<file path="config.mk">
export PLATFORM = sky130hd
export DESIGN_NAME = pg_controller
export DESIGN_NICKNAME = d
export VERILOG_FILES = /design/src/rtl/pg_pkg.sv /design/src/rtl/pg_timer.sv /design/src/rtl/pg_controller.sv
export SDC_FILE = /design/constraint.sdc
export NUM_CORES = 1
export LEC_CHECK = 0
export CAP_MARGIN = 20
export CELL_PAD_IN_SITES_DETAIL_PLACEMENT = 1
export CELL_PAD_IN_SITES_GLOBAL_PLACEMENT = 2
export CORE_MARGIN = 4
export CORE_UTILIZATION = 37
export DETAILED_ROUTE_END_ITERATION = 8
export HOLD_SLACK_MARGIN = 0.05
export PLACE_DENSITY = 0.87
export SYNTH_ARGS = -nofsm -noshare
export SYNTH_HDL_FRONTEND = slang
export SYNTH_SLANG_ARGS = --single-unit
export TNS_END_PERCENT = 5
</file>
<file path="constraint.sdc">
create_clock -name clk -period 5 [get_ports clk]
set_input_delay 1 -clock clk [delete_from_list [all_inputs] [get_ports clk]]
set_output_delay 1 -clock clk [all_outputs]
set_load 0.02 [all_outputs]
</file>
<file path="src/rtl/pg_pkg.sv">
// pg_pkg: state encoding and default timing constants for the power-gating controller
package pg_pkg;
    typedef logic [2:0] pg_state_t;
    localparam pg_state_t S_ACTIVE  = 3'd0;
    localparam pg_state_t S_SAVE    = 3'd1;
    localparam pg_state_t S_ISOLATE = 3'd2;
    localparam pg_state_t S_OFF     = 3'd3;
    localparam pg_state_t S_PWRUP   = 3'd4;
    localparam pg_state_t S_RESTORE = 3'd5;
    localparam pg_state_t S_DEISO   = 3'd6;
    localparam int unsigned DEF_CONFIRM_EPOCHS = 2;
    localparam int unsigned DEF_ISO_CYCLES     = 2;
    localparam int unsigned DEF_PWR_UP_CYCLES  = 8;
    localparam int unsigned DEF_MIN_SLEEP      = 16;
endpackage

</file>
<file path="src/rtl/pg_timer.sv">
// pg_timer: 8-bit loadable down-counter; done marks the last cycle of a timed interval
module pg_timer (
    input  logic       clk,
    input  logic       rst_n,
    input  logic       load,
    input  logic [7:0] val,
    output logic       done
);
    logic [7:0] cnt;
    always_ff @(posedge clk or negedge rst_n)
        if (!rst_n) cnt <= '0;
        else cnt <= load ? val : (cnt != 8'd0 ? cnt - 8'd1 : cnt);
    assign done = cnt == 8'd1;
endmodule

</file>
<file path="src/rtl/pg_controller.sv">
// pg_controller: prediction-driven power-gating sequencer with retention and isolation
module pg_controller import pg_pkg::*; #(
    parameter int unsigned CONFIRM_EPOCHS = DEF_CONFIRM_EPOCHS,
    parameter int unsigned ISO_CYCLES     = DEF_ISO_CYCLES,
    parameter int unsigned PWR_UP_CYCLES  = DEF_PWR_UP_CYCLES,
    parameter int unsigned MIN_SLEEP      = DEF_MIN_SLEEP
) (
    input  logic       clk,
    input  logic       rst_n,
    input  logic       epoch_tick,
    input  logic       predict,
    input  logic       busy,
    input  logic       wake_req,
    output logic       clk_en,
    output logic       ret_save,
    output logic       ret_restore,
    output logic       iso_en,
    output logic       pwr_en,
    output logic       ready,
    output logic       early_wake,
    output logic [7:0] early_cnt
);
    pg_state_t  st, nx;
    logic [3:0] conf;
    logic [7:0] res;
    logic       wake, hit, early, tload, tdone;
    assign wake  = busy | wake_req;
    assign hit   = epoch_tick & predict & ~busy & (conf + 4'd1 == 4'(CONFIRM_EPOCHS));
    assign early = (st == S_OFF) & wake & (res < 8'(MIN_SLEEP));
    assign tload = (st == S_SAVE && !wake) || (st == S_OFF && wake);
    always_comb begin
        nx = st;
        case (st)
            S_ACTIVE:  nx = hit ? S_SAVE : S_ACTIVE;
            S_SAVE:    nx = wake ? S_DEISO : S_ISOLATE;
            S_ISOLATE: nx = wake ? S_DEISO : (tdone ? S_OFF : S_ISOLATE);
            S_OFF:     nx = wake ? S_PWRUP : S_OFF;
            S_PWRUP:   nx = tdone ? S_RESTORE : S_PWRUP;
            S_RESTORE: nx = S_DEISO;
            default:   nx = S_ACTIVE;
        endcase
    end
    pg_timer u_timer (
        .clk  (clk),
        .rst_n(rst_n),
        .load (tload),
        .val  (st == S_SAVE ? 8'(ISO_CYCLES) : 8'(PWR_UP_CYCLES)),
        .done (tdone)
    );
    always_ff @(posedge clk or negedge rst_n) begin
        if (!rst_n) begin
            st         <= S_ACTIVE;
            conf       <= '0;
            res        <= '0;
            early_wake <= 1'b0;
            early_cnt  <= '0;
        end else begin
            st         <= nx;
            conf       <= (st != S_ACTIVE || busy || hit || (epoch_tick && !predict)) ? 4'd0 : (epoch_tick ? conf + 4'd1 : conf);
            res        <= st != S_OFF ? 8'd0 : (res == 8'hff ? res : res + 8'd1);
            early_wake <= early;
            early_cnt  <= (early && early_cnt != 8'hff) ? early_cnt + 8'd1 : early_cnt;
        end
    end
    // Isolation spans the whole unpowered window so pwr_en never drops while outputs float
    assign clk_en      = st == S_ACTIVE;
    assign ready       = st == S_ACTIVE;
    assign ret_save    = st == S_SAVE;
    assign ret_restore = st == S_RESTORE;
    assign pwr_en      = st != S_OFF;
    assign iso_en      = st == S_ISOLATE || st == S_OFF || st == S_PWRUP || st == S_RESTORE;
endmodule

</file>
* Word-level counts from Yosys, hierarchy flattened
Index checks and enable logic that the tools add are counted.
** Cells by class
- Mux-type cells :: 14
- Add/sub/neg operators :: 4
- Reduce and logical (&&, ||, !) cells :: 18
- Equality and inequality tests :: 11
- Bitwise logic cells :: 7
- Order comparisons :: 1
** Operators by type and width (count)
- 8-bit 2-to-1 mux :: 4
- 3-bit one-hot mux with 6 select lines :: 1
- 8-bit by 1-bit adder with 8-bit output, second input constant :: 2
- 4-bit 2-to-1 mux :: 3
- 3-bit 2-to-1 mux :: 3
- 8-bit by 1-bit == test with 1-bit output, second input constant :: 1
- 8-bit == test, second input constant :: 1
- 8-bit by 5-bit < comparator with 1-bit output, second input constant :: 1
- 8-bit inequality test, second input constant :: 1
- 8-bit nonzero test :: 1
- 8-bit by 1-bit subtractor with 8-bit output, second input constant :: 1
- 1-bit logical OR :: 7
- 3-bit by 2-bit == test with 1-bit output, second input constant :: 2
- 3-bit == test, second input constant :: 2
- 1-bit AND :: 5
- 4-bit by 1-bit adder with 4-bit output, second input constant :: 1
- 4-bit by 2-bit == test with 1-bit output, second input constant :: 1
- 1-bit logical AND :: 4
- 2-bit nonzero test :: 2
- 3-bit by 1-bit == test with 1-bit output, second input constant :: 1
- 3-bit zero test :: 1
- 1-bit 2-to-1 mux :: 3
- 3-bit by 2-bit inequality test with 1-bit output, second input constant :: 1
- 3-bit nonzero test :: 1
- other kinds (4) :: 5
** Storage, ports and cells
- Register bits :: 32
- Word-level logic and storage cells :: 61
- Input bits :: 6

* Logic depth before layout (Yosys ltp)
Gate-level depths: netlist of the first run.
- Depth after elaboration :: 6
- Gate-level depth with buffers :: 7
- Gate-level depth less buffers :: 6

* By module
Synthesis of the first run repeated with hierarchy kept, for this count alone.
** Second synthesis, totals
- Cell total of the unflattened synthesis :: 188
- Area, all modules :: 1860.5 sq um
** By module, submodules not included
- pg_controller :: sequential area each 600.6 sq um, area each 1308.8 sq um, cells an instance 132, instances 1
- pg_timer :: sequential area each 200.2 sq um, area each 551.8 sq um, cells an instance 56, instances 1

* Worst setup path before layout of the first run
No wires, ideal clock.
- Path type :: flip-flop to output port
- Start :: register st[2]
- End :: output ready
- Stages on the path, launching flop included :: 4
- Buffers on the path :: 2
- Path slack :: 2.641 ns
- Data arrival time :: 1.359 ns
- Required time :: 4.000 ns
- Cells stage by stage :: dfrtp_1 > buf_2 > nor3_1 > buf_4
** On the way
- Word-level cells in the longest chain between the ends :: 1
** RTL lines
- start: declaration :: RTL line pg_controller.sv:23 : pg_state_t st, nx;
- start signal: assignment :: RTL line pg_controller.sv:58 : st <= nx;
- 3-bit zero test
- end: declaration :: RTL line pg_controller.sv:19 : output logic ready,
Every way passes these cells.

* Worst setup path in the final report of the first run
- Start :: register st[1]
- End :: output ready
** On the way
- Word-level cells in the longest chain between the ends :: 1
** RTL lines
- 3-bit zero test :: RTL line pg_controller.sv:67 : assign ready = st == S_ACTIVE;
Every way passes these cells.

==> results of run 1 <==
[final timing paths]
| path | end | slack, ns | depth (start not counted) |
|---|---|---|---|
| max | ready | 2.11 | 2 |
| max reg2reg | early_cnt[7] | 2.73 | 4 |
| min reg2reg | early_cnt[4] | 0.50 | 1 |
| min in group asynchronous | early_cnt[4] | 1.13 | 2 |
| max in group asynchronous | u_timer.cnt[6] | 3.57 | 2 |
| min | early_cnt[4] | 0.50 | 1 |
[layer usage]
layer  vias up  part of all wire (%)
li1        685                     -
met1       717                    43
met2        23                    52
met3         6                   3.8
met4         0                   1.3
met5         -                     0
[power by group through the flow]
stage	logic [mW]	registers (mW)	clock network (mW)
finish	0.263	0.372	0.181
global route	0.295	0.383	0.200
CTS	0.268	0.372	0.191
detailed placement	0.265	0.377	0
global placement	0.256	0.372	0
floorplan	0.196	0.352	0
[sequential cells by signal (all words and copies together) (netlist names)]
| name | flops |
|---|---|
| early_cnt | 8 |
| res | 8 |
| u_timer.cnt | 8 |
| conf | 4 |
| st | 3 |
| early_wake | 1 |
[cells in the mapped netlist (2+ instances only)]
| library cell | number | share of area [%] |
|---|---|---|
| xnor2_1 | 6 | 3.0 |
| and4_1 | 2 | 1.0 |
| inv_1 | 6 | 1.3 |
| a21oi_1 | 9 | 2.6 |
| a31oi_1 | 4 | 1.4 |
| nor4_1 | 5 | 1.8 |
| or4_1 | 2 | 0.86 |
| nand4_1 | 5 | 1.8 |
| dfrtp_1 | 32 | 46 |
| a211oi_1 | 2 | 0.86 |
| o211ai_1 | 2 | 0.86 |
| mux2i_1 | 3 | 1.7 |
| nand2b_1 | 5 | 1.8 |
| a221oi_1 | 2 | 1.0 |
| o21ai_0 | 3 | 0.86 |
| or3_1 | 3 | 1.1 |
| nor2_1 | 27 | 5.8 |
| nand3_1 | 4 | 1.2 |
| xor2_1 | 11 | 5.5 |
| nand3b_1 | 2 | 0.86 |
| nor3_1 | 7 | 2.0 |
| nand2_1 | 9 | 1.9 |
| ha_1 | 7 | 5.0 |
| mux2_2 | 2 | 1.3 |
| nor3b_1 | 3 | 1.3 |
[cells by family after synthesis]
logic type               share of synthesized area (%)
AO/OA/AOI/OAI                                     9.07
flip-flops                                        46.1
AND/OR/NAND/NOR                                   25.3
XOR/XNOR                                          8.57
buffers and inverters                             2.88
multiplexers                                      3.02
adder cells (fa/ha/maj)                           5.04
[final cells by class]
cell class                      count  area, um^2  share of cell area [%]
Multi-Input combinational cell    135         887                    42.9
Sequential cell                    32         801                    38.7
Tap cell                           52        65.1                    3.15
Inverter                            6        22.5                    1.09
Timing Repair Buffer               22         215                    10.4
Clock inverter                      1        5.00                   0.242
Clock buffer                        6        72.6                    3.51
[cells in the final DEF, fill, tap and decap left out, types with 5 or more instances in the layout]
cell and count:
a21oi_1 9, clkbuf_8 5, clkdlybuf4s50_1 20, dfrtp_1 32
ha_1 7, inv_1 6, nand2_1 9, nand2b_1 5
nand4_1 5, nor2_1 27, nor3_1 7, nor4_1 5
xnor2_1 6, xor2_1 11
[critical path, cell delays in order, from the launching register on]
cell and delay, ns:
dfrtp_1 0.55, nor3_1 0.39, clkdlybuf4s50_1 0.69
[through the flow]
step | cells | hold slack (ns)
global placement | 247 | 0.489
CTS | 254 | 0.507
finish | 254 | 0.505
detailed placement | 247 | 0.496
floorplan | 177 | 0.511
global route | 254 | 0.544
==> results.md, run 1 <==
- Status: completed
- Synthesis-to-layout area growth: 19.0%
- Total GRT Usage: around 15%
- Syn nets: 190
- Final WL: ~4.0 mm
- Ant. Diodes: 0
- Antenna viol nets, final: 0
- CTS root buf: clkbuf_8
- Clock transition at path regs: about 0.060 ns
- Gr ovfl total: 0
- Core Area: ~4400 um^2
- Placed cell areas: 1990 um^2
- Flops & latches, synth: 32
- Residual DRC: 0
- Die area: 5860 um^2
- PostCTS Resize Cnt: 0
- Final setup margin: roughly 2.1 ns
- Overall power after layout: 0.817 mW
- Mapped cell area: 1740 um^2
- Final Hold Viols: 0
- Top FF cell, synth: dfrtp_1
- CTS tree: built
- Chip height: around 77 um
- Initial core utilization: about two fifths
- Critical Path Fanout Max: 14
- Seq pwr share: a little under half
- GPL Wtd Cong: 0.764
- Dpl ws: around 2.1 ns
- Initial antenna violation count: 0
- RR Startpoint: st[1]
- Slew Viols, Final: 0
- FILL cells: between 500 and 600
- Switch Pwr: 0.288 mW
- First-pass GRT wire length: between 7 and 8 mm
- Hold-fix buffers, CTS: 0
- Share of cells above drive strength 1: approximately 6.4%
- Busiest grt layer: met2
- Post-Syn Instances: around 180
- Max transition margin: between 50% and 60%
- Arrival time worst endpoint: 1.89 ns
- Clock buffer depth: 2
- Via/cell ratio: 5.63
- Leak: between 0.8 and 0.9 nW
- HPWL Detailed: approximately 3 mm
- H-Tree Depth: 2
- Max Clk Rate: about 0.35 GHz
- Rows: 24
- GRT met3 Usage: 3.90%
- Num Clock Sinks: 32
- Clock power frac: between 20% and 30%
- Vias in the first global route: around 1600
- Worst setup EP type: output port
- Final Cell Area: about 2100 um^2
- IO Pins: 21
- Worst-Margin Slew: between 0.6 and 0.7 ns
- Internal power: approximately 0.53 mW
- Startpoint Class: flip-flop
- Setup CP Type: flip-flop to output port
- I/O Buffers: 20
- TritonCTS buffer count: 5
- Number of flops mapped to enable cells by yosys: 0
- Max VDD drop: 0.210 mV
- Setup Buffers After CTS: 0
- Min Tclk post-route: a little under 3 ns
- Mean Syn Cell Area: a little under 10 um^2
- Warnings from Yosys: 0
- Final nets: 215
- Met1 Usage GRT: between 10% and 20%
- Chip width: approximately 77 um
- Setup TNS: 0 ns
- Hold Startpoint: early_cnt[4]
- Final Util: between 40% and 50%
- # setup viols final: 0
- Ys async rst share: 100%
- Logic pwr share: approximately a third
- Sequential cell area fraction in the yosys report: a little under half
- Post-synthesis cell type count: 39
- Worst-Skew Late Latency: around 0.27 ns
- Routed wire length per instance: about 16 um
- Unrepaired setup endpoints after global routing: no
- PD cells: 395 nW/um^2
- Drt pass-1 iters: 4
- Switching Fraction: between 30% and 40%
- Critical Path RT: about 4.0 ns
- Vias: 1431
- Crit share post-route: a little under 60%
- Largest net degree at the start of global routing: 33
- Hold Crit Class: flip-flop to flip-flop
- Grt met2 use: a little over a quarter
- Worst Setup SP: st[1]
- Max-cap violations: 0
- Clk_skew: 0.00537 ns
- Number of DRC markers in iteration 0: 49
(Power assumes the default switching activity.)
==> inputs of run 2 (changes only) <==
--- a/config.mk
+++ b/config.mk
@@ -9,10 +9,10 @@
 export CELL_PAD_IN_SITES_DETAIL_PLACEMENT = 1
 export CELL_PAD_IN_SITES_GLOBAL_PLACEMENT = 2
 export CORE_MARGIN = 4
-export CORE_UTILIZATION = 37
+export CORE_UTILIZATION = 35
 export DETAILED_ROUTE_END_ITERATION = 8
 export HOLD_SLACK_MARGIN = 0.05
-export PLACE_DENSITY = 0.87
+export PLACE_DENSITY = 0.83
 export SYNTH_ARGS = -nofsm -noshare
 export SYNTH_HDL_FRONTEND = slang
 export SYNTH_SLANG_ARGS = --single-unit
==> constraint.sdc (replaced) <==
create_clock -name clk -period 2.7 [get_ports clk]
set_input_delay 0.54 -clock clk [delete_from_list [all_inputs] [get_ports clk]]
set_output_delay 0.54 -clock clk [all_outputs]
set_load 0.02 [all_outputs]
==> results.md, run 2 (synthesized netlist as in run 1, its figures left out) <==
- Status: completed
- Slew Viols, Final: 0 (unchanged)
- Max transition margin: 49.2% (-4.7 points)
- Largest net degree at the start of global routing: 33 (unchanged)
- Synthesis-to-layout area growth: 21.6%
- I/O Buffers: 20 (unchanged)
- Drt pass-1 iters: 4 (unchanged)
- Share of cells above drive strength 1: 7.39% (+0.95 points)
- Initial antenna violation count: 0 (unchanged)
- Worst setup EP type: output port
- Residual DRC: 0 (unchanged)
- Final WL: 4.08 mm (+2.2%)
- Final nets: 216 (+0.47%)
- Setup crit end: ready
- Routed wire length per instance: 15.1 um (-3.8%)
- Core Area: 4750 um^2 (+7.0%)
- Clk_skew: 0.00689 ns (+0.00152 ns)
- Arrival time worst endpoint: 1.80 ns (-0.09 ns)
- Final Hold Viols: 0 (unchanged)
- Setup TNS: 0 ns (unchanged)
- Rows: 25 (+4.2%)
- Setup CP Type: flip-flop to output port
- Clock buffer depth: 2 (unchanged)
- Critical Path Fanout Max: 9 (-5)
- Dpl ws: 0.281 ns (-1.79 ns)
- RR Startpoint: res[4]
- RR Endpoint: early_cnt[1]
- HPWL Detailed: 3.07 mm (+1.9%)
- Clock transition at path regs: 0.06 ns (about the same)
- Critical Path RT: 2.16 ns (-1.84 ns)
- Via/cell ratio: 5.26 (-6.6%)
- Unrepaired setup endpoints after global routing: no
- PD cells: 756 nW/um^2 (+91%)
- Initial core utilization: 36.6% (-2.6 points)
- Min Tclk post-route: about 2.3 ns
- Number of DRC markers in iteration 0: 37 (-24%)
- Hold Crit Class: flip-flop to flip-flop
- Worst-Margin Slew: 0.756 ns (+0.0702 ns)
- Fin Hold WS: 0.514 ns (+0.00983 ns)
- # setup viols final: 0 (unchanged)
- Largest regs: early_cnt x8, res x8, u_timer.cnt x8
- Num Clock Sinks: 32 (unchanged)
- R2R Setup Slk: 0.56 ns (-2.17 ns)
- Max VDD drop: 0.378 mV (+80%)
- Vias in the first global route: 1550 (-0.45%)
- Gr ovfl total: 0 (unchanged)
- Ant. Diodes: 0 (unchanged)
- Final setup margin: 0.359 ns (-1.75 ns)
- CTS tree: built
- IO Pins: 21 (unchanged)
- Worst-Skew Late Latency: 0.29 ns (+0.02 ns)
- Hold-fix buffers, CTS: 0 (unchanged)
- First-pass GRT wire length: 7.14 mm (-2.1%)
- Most common cell after layout, fill and taps aside: dfrtp_1
- Vias: 1421 (-0.70%)
- Antenna viol nets, final: 0 (unchanged)
- Max-cap violations: 0 (unchanged)
- Total GRT Usage: 14.7% (-0.28 points)
- CTS root buf: clkbuf_8
- Chip width: 78.5 um (+2.5%)
- Leak: 0.880 nW (+1.7%)
- Worst r2r path cells: 4 (unchanged)
- GPL Wtd Cong: 0.841 (+10%)
- FILL cells: 544 (+5.8%)
- Startpoint Class: flip-flop
- H-Tree Depth: 2 (unchanged)
- PostCTS Resize Cnt: 0 (unchanged)
- Die area: 6160 um^2 (+5.1%)
- Most frequent cells in the layout: dfrtp_1, nor2_1, clkdlybuf4s50_1
- Crit share post-route: between 80 and 90%
- Chip height: 78.5 um (+2.5%)
- Max Clk Rate: between 0.4 and 0.5 GHz
- TritonCTS buffer count: 5 (unchanged)
- Worst Setup SP: st[2]
- Setup Buffers After CTS: 0 (unchanged)
run 2: changes by cell type in the layout (fill, tap and decap cells not counted):
cell	delta
clkinv_2	-1
clkbuf_8	+2
buf_4	+1
clkbuf_1	-1
run 2: critical path, stage by stage, from the launching register on:
cell             delay, ns
dfrtp_1               0.47
nor3_1                0.36
clkdlybuf4s50_1       0.69
run 2: layout make-up:
class	count	area, um^2	share of cell area, %
Sequential cell	32	801	37.9
Tap cell	67	83.8	3.97
Inverter	6	22.5	1.07
Clock buffer	7	96.3	4.56
Timing Repair Buffer	23	223	10.5
Multi-Input combinational cell	135	887	42.0
run 2: worst min-delay path by stage:
stage	startpoint	end	slack, ns	depth (start not counted)
after global placement	early_cnt[4]	early_cnt[4]	0.49	1
after floorplan	rst_n	conf[0]	0.24	0
final	early_cnt[7]	early_cnt[7]	0.51	1
after CTS	early_cnt[4]	early_cnt[4]	0.52	1
after global routing	early_cnt[4]	early_cnt[4]	0.53	1
after detailed placement	early_cnt[4]	early_cnt[4]	0.51	1
run 2: through the flow:
step / util [%] / total power, mW / cell area (um^2) / cells
finish: 44.4 / 1.60 / 2110 / 270
global route: 44.4 / 1.72 / 2110 / 270
CTS: 44.4 / 1.62 / 2110 / 270
detailed placement: 42.4 / 1.21 / 2020 / 263
global placement: 42.4 / 1.17 / 2020 / 263
floorplan: - / 1.01 / 1740 / 177
run 2: power breakdown:
| part | internal (mW) | switching (mW) |
|---|---|---|
| Clock | 0.227 | 0.176 |
| Combinational | 0.247 | 0.266 |
| Sequential | 0.565 | 0.116 |
| Total | 1.04 | 0.558 |
run 2: layer usage:
| layer | vias to the layer above | wire length, um | track usage, % |
|---|---|---|---|
| met3 | 6 | 154 | 4.01 |
| li1 | 683 | - | - |
| met4 | 0 | 55 | 4.90 |
| met2 | 20 | 2050 | 26.5 |
| met5 | - | 0 | 0 |
| met1 | 712 | 1830 | 16.8 |
